`src/rtl/demux_collect8.sv`:
```
// Steers one tagged bit per transfer into position in_sel and emits the word once every position is written.
// Latency: out_valid rises one cycle after the accept that completes the word.
// Backpressure: in_ready is low while a full word waits for out_ready; flush drops partial or pending words.
module demux_collect8 #(
    parameter int WIDTH = 8,
    parameter int SEL_W = $clog2(WIDTH)
) (
    input  logic             clk,
    input  logic             rst,
    input  logic             in_bit,
    input  logic [SEL_W-1:0] in_sel,
    input  logic             in_valid,
    output logic             in_ready,
    input  logic             flush,
    output logic [WIDTH-1:0] out_data,
    output logic             out_valid,
    input  logic             out_ready,
    output logic [SEL_W:0]   fill_cnt,
    output logic             err
);
    typedef enum logic {COLLECT, FULL} state_t;

    state_t           state;
    logic [WIDTH-1:0] data_reg;
    logic [WIDTH-1:0] mask;
    logic [WIDTH-1:0] sel_oh;
    logic [WIDTH-1:0] data_nxt;
    logic [WIDTH-1:0] mask_nxt;
    logic             in_range;
    logic             accept;
    logic             dup;

    assign in_ready = (state == COLLECT);
    assign accept   = in_valid & in_ready;

    always_comb begin
        in_range = ({1'b0, in_sel} < (SEL_W+1)'(WIDTH));
        sel_oh   = '0;
        if (in_range) sel_oh[in_sel] = 1'b1;
        dup      = |(mask & sel_oh);
        mask_nxt = mask | sel_oh;
        data_nxt = (data_reg & ~sel_oh) | (in_bit ? sel_oh : '0);
    end

    always_ff @(posedge clk or posedge rst) begin
        if (rst) begin
            state     <= COLLECT;
            data_reg  <= '0;
            mask      <= '0;
            out_data  <= '0;
            out_valid <= 1'b0;
            fill_cnt  <= '0;
            err       <= 1'b0;
        end else begin
            err <= 1'b0;
            if (flush) begin
                // out_data is left alone so a dropped word never glitches the data bus
                state     <= COLLECT;
                out_valid <= 1'b0;
                data_reg  <= '0;
                mask      <= '0;
                fill_cnt  <= '0;
            end else begin
                case (state)
                    COLLECT: begin
                        if (accept) begin
                            if (!in_range) begin
                                err <= 1'b1;
                            end else if (&mask_nxt) begin
                                // a duplicate can never complete the mask, so no err here
                                out_data  <= data_nxt;
                                out_valid <= 1'b1;
                                state     <= FULL;
                                data_reg  <= '0;
                                mask      <= '0;
                                fill_cnt  <= '0;
                            end else begin
                                data_reg <= data_nxt;
                                mask     <= mask_nxt;
                                if (dup) err <= 1'b1;
                                else     fill_cnt <= fill_cnt + (SEL_W+1)'(1);
                            end
                        end
                    end
                    FULL: begin
                        if (out_ready) begin
                            out_valid <= 1'b0;
                            state     <= COLLECT;
                        end
                    end
                    default: state <= COLLECT;
                endcase
            end
        end
    end
endmodule
```
`config.mk`:
```
export PLATFORM = sky130hd
export DESIGN_NAME = demux_collect8
export DESIGN_NICKNAME = d
export VERILOG_FILES = /design/src/rtl/demux_collect8.sv
export SDC_FILE = /design/constraint.sdc
export NUM_CORES = 1
export LEC_CHECK = 0
export ABC_AREA = 1
export ABC_CLOCK_PERIOD_IN_PS = 1600
export CAP_MARGIN = 15
export CORE_MARGIN = 2
export CORE_UTILIZATION = 58
export CTS_BUF_LIST = sky130_fd_sc_hd__clkbuf_8 sky130_fd_sc_hd__clkbuf_16
export DETAILED_ROUTE_END_ITERATION = 6
export DONT_BUFFER_PORTS = 1
export PLACE_DENSITY = 0.86
export SYNTH_ARGS = -nofsm -noshare
export SYNTH_HDL_FRONTEND = slang
export SYNTH_SLANG_ARGS = --single-unit
```
`constraint.sdc`:
```
create_clock -name clk -period 1.6 [get_ports clk]
set_input_delay 0.32 -clock clk [delete_from_list [all_inputs] [get_ports clk]]
set_output_delay 0.32 -clock clk [all_outputs]
set_load 0.01 [all_outputs]
```
Word level (Yosys, flattened, before mapping)
Cells that the tools add are included.

operators by class
  $add $sub $neg = 1
  $mul = 0
  divide/modulo/power cells = 0
  magnitude comparators = 2
  equal/unequal tests = 5
  shift operators = 0
  multiplexer cells = 31
  bitwise gates (word level) = 8
  reduce and logical (&&, ||, !) cells = 8

operator list
  operator                                                                             number
  8-bit 2-to-1 mux                                                                     9
  4-bit 2-to-1 mux                                                                     5
  8-bit bitwise AND                                                                    2
  8-bit bitwise OR                                                                     2
  1-bit 2-to-1 mux                                                                     14
  11-bit AND reduction                                                                 1
  8-bit NOT                                                                            1
  8-bit AND reduction                                                                  1
  8-bit OR reduction                                                                   1
  3-bit by 1-bit != test with 1-bit output, second input constant                      2
  3-bit AND reduction                                                                  2
  4-bit by 1-bit adder with 4-bit output, second input constant                        1
  3-bit by 4-bit less-than comparator with 1-bit output, second input constant         1
  1-bit one-hot mux with 2 select lines                                                2
  1-bit demux with 3-bit select                                                        1
  3-bit by 1-bit greater-or-equal comparator with 1-bit output, second input constant  1
  3-bit by 2-bit != test with 1-bit output, second input constant                      1
  3-bit != test, second input constant                                                 1
  2-bit != test, second input constant                                                 1
  1-bit NOT                                                                            2
  2-bit AND reduction                                                                  1
  2-bit nonzero test                                                                   1
  1-bit bitwise AND                                                                    1
  1-bit logical AND                                                                    1

storage, ports and cells
  bits in registers = 31
  bits in latches = 0
  bits in writable memories = 0
  ROM bits = 0
  output and inout port bits = 15
  memories = 0

Longest topological paths before layout
  depth after elaboration = 11
  mapped depth = 12
  mapped depth without buffers = 10

Worst setup path before layout
OpenSTA, ideal clock, no wires.

  path type = in2reg
  start = in in_sel[1]
  end = reg mask[0]
  arrival = 1.297 ns
  required time = 1.469 ns
  path slack = 0.172 ns
  stages = 11
  cells stage by stage = buf_6 > nor2_4 > nand2_1 > nand2_1 > nand2_1 > nor2_1 > nand2_1 > buf_6 > buf_8 > nand3_1 > o21ai_0

between the ends
  longest elaborated chain between the ends = 10
  elaborated cells between the ends (all ways) = 11
  those cells by class = 2 x order compare; 6 x mux; 1 x bitwise; 2 x reduce/logical

RTL lines
  item                                                                                                                                                         RTL line  text
  start: declaration                                                                                                                                           11        input logic [SEL_W-1:0] in_sel,
  3-bit by 4-bit less-than comparator with 1-bit output (implied by the code) or 3-bit by 1-bit greater-or-equal comparator with 1-bit output (tied branches)  39        if (in_range) sel_oh[in_sel] = 1'b1;
  1-bit logical AND (implied by the code)                                                                                                                      39
  1-bit 2-to-1 mux (implied by the code)                                                                                                                       39
  1-bit demux with 3-bit select *                                                                                                                              39
  8-bit bitwise OR *                                                                                                                                           41        mask_nxt = mask | sel_oh;
  8-bit AND reduction                                                                                                                                          69        end else if (&mask_nxt) begin
  8-bit 2-to-1 mux *                                                                                                                                           69
  8-bit 2-to-1 mux *                                                                                                                                           66        if (accept) begin
  8-bit 2-to-1 mux *                                                                                                                                           64        case (state)
  8-bit 2-to-1 mux *                                                                                                                                           56        if (flush) begin
  end signal: assignment                                                                                                                                       79        mask <= mask_nxt;
  end: declaration                                                                                                                                             25        logic [WIDTH-1:0] mask;

Mark *: on every way between the ends. The rest lies on a longest branch, timed or not. The select of a mux whose other input is x is not followed.
A chain may end at the register's enable or synchronous reset.

Final worst setup path
  start = reg state
  end = reg out_data[1]

between the ends
  longest elaborated chain between the ends = 3

RTL lines
  item                                     RTL line  text
  start: declaration                       23        state_t state;
  start signal: assignment                 47        state <= COLLECT;
  start signal: assignment                 58        state <= COLLECT;
  start signal: assignment                 73        state <= FULL;
  1-bit NOT (no source line) *             n/a
  named net in_ready                       13        output logic in_ready,
  1-bit bitwise AND                        34        assign accept = in_valid & in_ready;
  11-bit AND reduction (no source line) *  n/a
  end signal: assignment                   71        out_data <= data_nxt;
  end: declaration                         15        output logic [WIDTH-1:0] out_data,

Mark *: on every way through the listed nets, which the timed path passes. The rest lies on a longest branch.

==> results.cfg <==
[synth]
synth-seq-cells = 31
synth_area_leaders = dfrtp_1 (49%), nand2_1 (9.9%), nand3_1 (7.2%)
syn-num-nets = 205
yosys_warnings = 0
synth_area_um2 = 1590
postSynthCellCount = 195
yosysMostFrequentCell = nand2_1
synth_common_cells = nand2_1 (42), dfrtp_1 (31), nand3_1 (23), inv_1 (21), o21ai_0 (21)
synth_area_leader_cell = dfrtp_1
ys_types = 24
synth-xor-area-share_pct = 1.10
async_reset_ff_share_pct = 100
synth_top_family_by_area = simple AND/OR/NAND/NOR gates
synth_area_per_cell_um2 = 8.15
muxShareOfSynthArea_pct = 0
yosysSeqAreaShare_pct = 48.8
synth_edf_count = 0
synthSimpleGateAreaFrac_pct = 25.2
synth-main-ff-cell = dfrtp_1
synth-compound-area-share_pct = 13.4
synthAdderAreaFrac_pct = 0.787
synth_top_area_share_pct = 48.8

[clock_network]
cts_tree = built
clock_latency_ps = 280
htreeDepth = 2
root_buffer = clkbuf_8
cts.clk_slew.worst_paths_ps = 60
cts_buffers = 5
cts_sinks = 31
clock_path_buffers = 2

[power_and_ir_drop]
clockPowerShare_pct = 38.3
ir_drop_mv = 0.822
p_seq_share_pct = 52.7
power_density_nw_per_um2 = 948
internal_power_w = 0.00119
pwr-share-comb_pct = 9.0
p_leak_nw = 0.824
p_switching_w = 0.000404
switching_share_pct = 25.3

[floorplan]
core_region_area_um2 = 2540
die_h_um = 56.3
io_pins = 24
dieWidth_um = 56.3
num_rows = 18
die_area_um2 = 3170
start_util_pct = 62.4

[global_routing]
grt_pass1_wl_mm = 6.07
grt_max_degree = 32
antenna_found_initial = 0
grt_use_total_pct = 24.4
grt_remaining_overflow = 0
grt_pass1_vias = 1303

[route]
drt_first_pass_iters = 4
drtAntennaViolNets = 0
viasPerCell = 5.75
routedWlPerCell_um = 15.1
num_vias = 1322
drc_errors = 0
first_iter_violations = 51
drt_wl_total_mm = 3.48

[sta]
finalCriticalPeriod_ps = 1500
max_freq_mhz = 667
tightest_slew_ps = 382
slew_headroom_pct = 74.5
finClkSkew_ps = 4.90
setup-violations-final = 0
finalMaxSlewViolations = 0
hold_viol = 11
holdWs_ps = -2.57
grt_setup_unrepaired = true
min_period_over_period_pct = 93.7
tns_ps = 0

[placement]
place.gp.congestion = 0.893
portBuffers = 0
hpwlAfterDp_mm = 2.57
dpl_cell_area_um2 = 1600

[critical_path]
crit_chain = inv_1, nand2_1, nor2_1, inv_1, a21oi_1, o21ai_0, o21ai_1
cp.required_ps = 1800
crit_top_cell = inv_1
cp-start-kind = register
end_kind = register
crit_path_top_delay_cell = dfrtp_1
crit_arrival_ps = 1700
max_stage_delay_ps = 370
worstPathMaxFanout = 7
worstSetupPathType = reg -> reg

[finish]
drive_gt1_share_pct = 10.5
multiInputGateArea_um2 = 643
n_antenna_cell = 0
final_net_count = 210
regArea_um2 = 776
num-fill-cells = 224
postLayoutCellArea_um2 = 1690
synthToLayoutAreaGrowth_pct = 6.14

[min_path]
hp-class = in -> async

[flow_run]
maxCapViolations = 0

[outcome]
violations = hold timing
outcome = finished with violations
-- cells in the final DEF, fill, tap and decap left out --
| cell | n |
|---|---|
| nand2_1 | 42 |
| dfrtp_1 | 31 |
| nand3_1 | 23 |
| inv_1 | 21 |
| o21ai_0 | 20 |
| nor2_1 | 13 |
| a21oi_1 | 8 |
| o22ai_1 | 6 |
| nand4_1 | 6 |
| clkbuf_8 | 6 |
| buf_4 | 5 |
| inv_2 | 4 |
| o21ai_1 | 4 |
| nand2_2 | 2 |
| nor2_4 | 1 |
| nand3_4 | 1 |
| xnor2_1 | 1 |
| o31ai_1 | 1 |
| xor2_1 | 1 |
| o21a_1 | 1 |
| ha_1 | 1 |
| clkinv_2 | 1 |
| buf_6 | 1 |
-- final timing paths --
kind                       slack [ps]     endpoint  depth (start not counted)   startpoint
setup / recovery                  100  out_data[1]                          7        state
hold / removal                     -3  fill_cnt[1]                          2          rst
setup reg to reg                  100  out_data[1]                          7        state
hold reg to reg                   530  data_reg[6]                          2  data_reg[6]
max in group asynchronous        1320  out_data[4]                          2          rst
min in group clk                  120        state                          1    out_ready
-- cells by family after synthesis --
logic type / after synthesis
DFF: 31
xor gates and xnor gates: 2
AOI/OAI and AO/OA: 40
adders and majority gates: 1
and+or+nand+nor: 88
buffers and inverters: 33
-- power by group through the flow --
stage / clock network, W / logic (W) / registers (W)
finish: 0.000612 / 0.000145 / 0.000842
global route: 0.000650 / 0.000169 / 0.000846
CTS: 0.000622 / 0.000145 / 0.000842
detailed placement: 0 / 0.000144 / 0.000856
global placement: 0 / 0.000135 / 0.000854
floorplan: 0 / 0.000129 / 0.000849
-- per-stage QoR --
stage	setup slack (ps)	utilization [%]	total power (W)	cells
floorplan	172	-	0.000978	195
global placement	104	62.7	0.000989	223
detailed placement	50.6	62.7	0.00100	223
CTS	104	66.1	0.00161	230
global route	-8.32	66.3	0.00167	230
finish	101	66.3	0.00160	230
-- routing by layer --
| layer | wire, µm | GRT usage (%) | share of wire (%) | vias to the layer above |
|---|---|---|---|---|
| li1 | - | - | - | 653 |
| met4 | 61 | 11.2 | 1.8 | 0 |
| met3 | 185 | 7.37 | 5.3 | 8 |
| met5 | 0 | 0 | 0 | - |
| met1 | 1490 | 30.3 | 43 | 624 |
| met2 | 1750 | 39.2 | 50 | 37 |
-- worst max-delay path: cells and delay by family (launching register included) --
kind / cells / cell delay [ps]
AO/OA/AOI/OAI: 3 / 450
flip-flops: 1 / 370
AND/OR/NAND/NOR: 2 / 300
buffers and inverters: 2 / 290
-- area by class of cell --
cell class / instances / share of cell area (%)
clock buffers: 6 / 4.90
multi-input cells: 131 / 38.1
repair buffers: 6 / 2.89
flip-flops and latches: 31 / 46.0
clock inverters: 1 / 0.297
well taps: 30 / 2.23
inverters: 25 / 5.56
-- repair_timing --
action | 4_1_cts | 5_1_grt
resized for setup | 0 | 2
endpoints found under the setup margin | 0 | 3
hold buffers | 0 | 0
endpoints found under the hold margin | 0 | 0
buffers inserted | 0 | 0
Power figures use the tool's default switching activity.
